===== src/rtl/deserializador.sv =====
// Serial-to-parallel front end for the 8x8 queue: assembles MSB-first words
// from a strobed bit stream and offers each one to the queue's enqueue side.
module deserializador #(
  parameter int unsigned DATA_W      = 8,
  parameter int unsigned QUEUE_DEPTH = 8
) (
  input  logic              clock1M,
  input  logic              reset,
  input  logic              data_in,
  input  logic              write_in,
  input  logic [3:0]        len_in,
  input  logic              ack_in,
  output logic [DATA_W-1:0] data_out,
  output logic              data_ready,
  output logic              status_out
);

  localparam int unsigned CNT_W = $clog2(DATA_W);

  typedef enum logic [1:0] {
    COLLECT = 2'd0,
    HOLD    = 2'd1,
    OFFER   = 2'd2
  } state_t;

  state_t              state, state_nxt;
  logic [DATA_W-1:0]   shreg, shreg_nxt;
  logic [DATA_W-1:0]   data_out_nxt;
  logic [CNT_W-1:0]    cnt, cnt_nxt;
  logic                queue_full;

  // Occupancy above the nominal depth is treated as full.
  assign queue_full = (len_in >= 4'(QUEUE_DEPTH));

  // Next-state, shift register and word capture.
  always_comb begin
    state_nxt    = state;
    shreg_nxt    = shreg;
    cnt_nxt      = cnt;
    data_out_nxt = data_out;
    case (state)
      COLLECT: begin
        if (write_in) begin
          shreg_nxt = {shreg[DATA_W-2:0], data_in};
          if (cnt == CNT_W'(DATA_W - 1)) begin
            cnt_nxt      = '0;
            data_out_nxt = {shreg[DATA_W-2:0], data_in};
            state_nxt    = queue_full ? HOLD : OFFER;
          end else begin
            cnt_nxt = cnt + CNT_W'(1);
          end
        end
      end
      HOLD: begin
        if (!queue_full) state_nxt = OFFER;
      end
      OFFER: begin
        // A transfer wins over a queue that fills in the same cycle.
        if (ack_in)          state_nxt = COLLECT;
        else if (queue_full) state_nxt = HOLD;
      end
      default: state_nxt = COLLECT;
    endcase
  end

  // Flow-control outputs are registered from the next state so they line up
  // with the state they describe.
  always_ff @(posedge clock1M or negedge reset) begin
    if (!reset) begin
      state      <= COLLECT;
      shreg      <= '0;
      cnt        <= '0;
      data_out   <= '0;
      data_ready <= 1'b0;
      status_out <= 1'b1;
    end else begin
      state      <= state_nxt;
      shreg      <= shreg_nxt;
      cnt        <= cnt_nxt;
      data_out   <= data_out_nxt;
      data_ready <= (state_nxt == OFFER);
      status_out <= (state_nxt == COLLECT);
    end
  end

endmodule


===== config.mk =====
export PLATFORM = sky130hd
export DESIGN_NAME = deserializador
export DESIGN_NICKNAME = d
export VERILOG_FILES = /design/src/rtl/deserializador.sv
export SDC_FILE = /design/constraint.sdc
export NUM_CORES = 1
export LEC_CHECK = 0
export CAP_MARGIN = 25
export CORE_UTILIZATION = 51
export CTS_BUF_LIST = sky130_fd_sc_hd__clkbuf_2
export DETAILED_ROUTE_END_ITERATION = 8
export PLACE_DENSITY_LB_ADDON = 0.25
export SYNTH_ARGS = -nofsm -noshare
export SYNTH_HDL_FRONTEND = slang
export SYNTH_SLANG_ARGS = --single-unit

===== constraint.sdc =====
create_clock -name clock1M -period 1.9 [get_ports clock1M]
set_input_delay 0.38 -clock clock1M [delete_from_list [all_inputs] [get_ports clock1M]]
set_output_delay 0.38 -clock clock1M [all_outputs]
set_load 0.01 [all_outputs]

==> qor.yml <==
cells_and_area:
  final_cells: 89
  fin_area_um2: 1090
  antenna_cells: 0
  final_nets: 85
  layout-drive-gt1-share: 0.370
  finish.utilization: 0.690
  synthToLayoutAreaGrowth_pct: 21.7
  num-fill-cells: 121
run:
  cap_violations: 0
timing:
  fin_crit_ns: 1.76
  rsz0062_at_grt: "no"
  period_share: 0.929
  fin_ws_ns: 0.135
  holdWs_ns: 0.385
  max_freq_mhz: 567
  slew_violations: 0
  setup_viol: 0
  tns_ns: 0
  fin_skew_ns: 0.00293
  worst_pin_slew_ns: 0.421
  hold_viol_final: 0
  relSlewSlack: 0.718
yosys:
  synth_top_cell_by_area: "dfrtp_1"
  synth_cells: 53
  yosysSeqAreaShare: 0.617
  syn_nets: 64
  synth_area_um2: 895
  synth_top_cell_area_share: 0.587
  synth_area_leaders: "dfrtp_1, mux2_4, mux2_2"
  yosys_warnings: 0
  async_flop_share: 1.00
  synth-seq-cells: 22
  ys.flop_type: "dfrtp_1"
  synth.most_common_cell: "dfrtp_1"
  ys_top_cells_by_count: "dfrtp_1, mux2_2, mux2_4"
  synth_edf_count: 0
  yosysUniqueCellTypes: 15
  syn_area_per_cell_um2: 16.9
critical_path:
  cp.arrival_ns: 1.38
  crit_family: "flip-flops"
  critPathMaxStageDelay_ns: 0.55
  crit_end: "status_out"
  worst_ep_required_time_ns: 1.52
  end_kind: "primary output"
  critPathSlowestCell: "dfstp_2"
  critical_path_depth: 1
  reg2reg_from: "cnt[0]"
  r2r-end: "data_out[2]"
  worstPathCellList: "clkdlybuf4s50_1"
  startpoint: "status_out"
  cp_max_fo: 1
  ff2ff_setup_slack_ns: 0.31
  cp_num_buf_inv: 1
  reg2reg_depth: 5
  critical_path_class: "flip-flop to primary output"
  cp-start-kind: "flip-flop"
place:
  portBuffers: 15
  place_inst: 85
  dpl_cell_area_um2: 1070
  gp_congestion: 0.717
  dp_slack_ns: 0.0583
  hpwl_um: 882
power:
  vdd_ir_drop_max_uv: 988
  p_per_area_nw_per_um2: 1690
  p_total_mw: 1.84
  leakagePower_nw: 0.482
  p_int_mw: 1.29
  seqPwrFrac: 0.467
  switching_share: 0.296
  clockPowerShare: 0.102
  combPwrFrac: 0.431
  switchingPower_uw: 543
floorplanning:
  core-area_um2: 1580
  start_util: 0.567
  io_pins: 19
  die_y_um: 43.9
  die_w_um: 43.9
  rows: 14
  dieArea_um2: 1930
route:
  wirelength_um: 1250
  num_vias: 480
  firstDrtPassIters: 8
  antenna_left: 0
  route.detailed.drc: 1
  viasPerCell: 5.39
  drt-initial-drc-count: 3
  post_drt_wl_per_cell_um: 14.1
clocking:
  numCtsBuffers: 3
  clk_path_buf_depth: 2
  cts_num_sinks: 22
  ctsHoldBuffers: 0
  cts_tree: "yes"
  clock_latency_ns: 0.31
  cts-root-buf: "clkbuf_2"
  clkTransAtPathRegs_ns: 0.19
  h-tree-depth: 1
  post-cts-setup-buffers: 0
  ctsResizeCount: 0
grt:
  grt_pass1_wl_um: 2140
  antenna_found_initial: 0
  grt_util_all_layers: 0.155
  grt_pass1_vias: 486
  globalRouteOverflowTotal: 0
  grt_max_degree: 23
outcome:
  violations: "DRC"
  outcome: "complete, but fails checks"
hold_path:
  min_path_type: "input port to async pin"
==> layout make-up <==
class	count	area, um2	share of cell area
clock buffer	4	20.0	0.0184
tap	16	20.0	0.0184
sequential	22	552	0.507
multi-input combinational	29	324	0.298
timing repair buffer	18	173	0.159
==> power by group through the flow <==
| stage | Sequential (mW) | Clock (mW) | Combinational [mW] |
|---|---|---|---|
| floorplan | 0.889 | 0 | 0.475 |
| global placement | 0.859 | 0 | 0.783 |
| detailed placement | 0.873 | 0 | 0.802 |
| CTS | 0.863 | 0.194 | 0.806 |
| global route | 0.890 | 0.206 | 0.855 |
| finish | 0.859 | 0.187 | 0.793 |
==> state kept, by name, summed over array words and instances, names as in the netlist <==
signal / count
shreg: 7
state: 2
data_ready: 1
data_out: 8
cnt: 3
status_out: 1
==> how the worst min path moves through the flow <==
stage,from,to,slack (ns),cells after the start
2_1_floorplan,reset,cnt[0],0.08,0
3_3_place_gp,cnt[1],cnt[1],0.47,1
3_5_place_dp,data_out[0],data_out[0],0.49,1
4_1_cts,reset,data_out[7],0.38,2
5_1_grt,reset,shreg[1],0.40,2
6_report,reset,shreg[5],0.38,2
==> cells in the final DEF (no fill, tap or decap), drive strengths merged, types with 2 or more instances in the layout <==
master / instances
dfrtp: 21
mux2: 18
clkdlybuf4s50: 15
clkbuf: 4
buf: 3
nor3: 2
nor3b: 2
ha: 2
==> cells by family (layout without fill, tap and decap cells) <==
kind of cell | after synthesis | in the layout | share of synthesized area
flops | 22 | 22 | 0.617
mux | 18 | 18 | 0.260
simple gates | 7 | 7 | 0.0573
fa+ha+maj | 2 | 2 | 0.0280
compound gates | 2 | 2 | 0.0168
buf+inv | 2 | 22 | 0.0210
==> metal layers <==
layer  global-route usage  up-vias  share of wire  routed length, um
met5                    0        -              0                  0
met4               0.0727        0          0.014                 18
met3               0.0375        2          0.055                 69
met2                0.230       16           0.44                554
met1                0.217      234           0.49                610
li1                     -      228              -                  -
No activity file was read; power rests on OpenSTA's default activity.
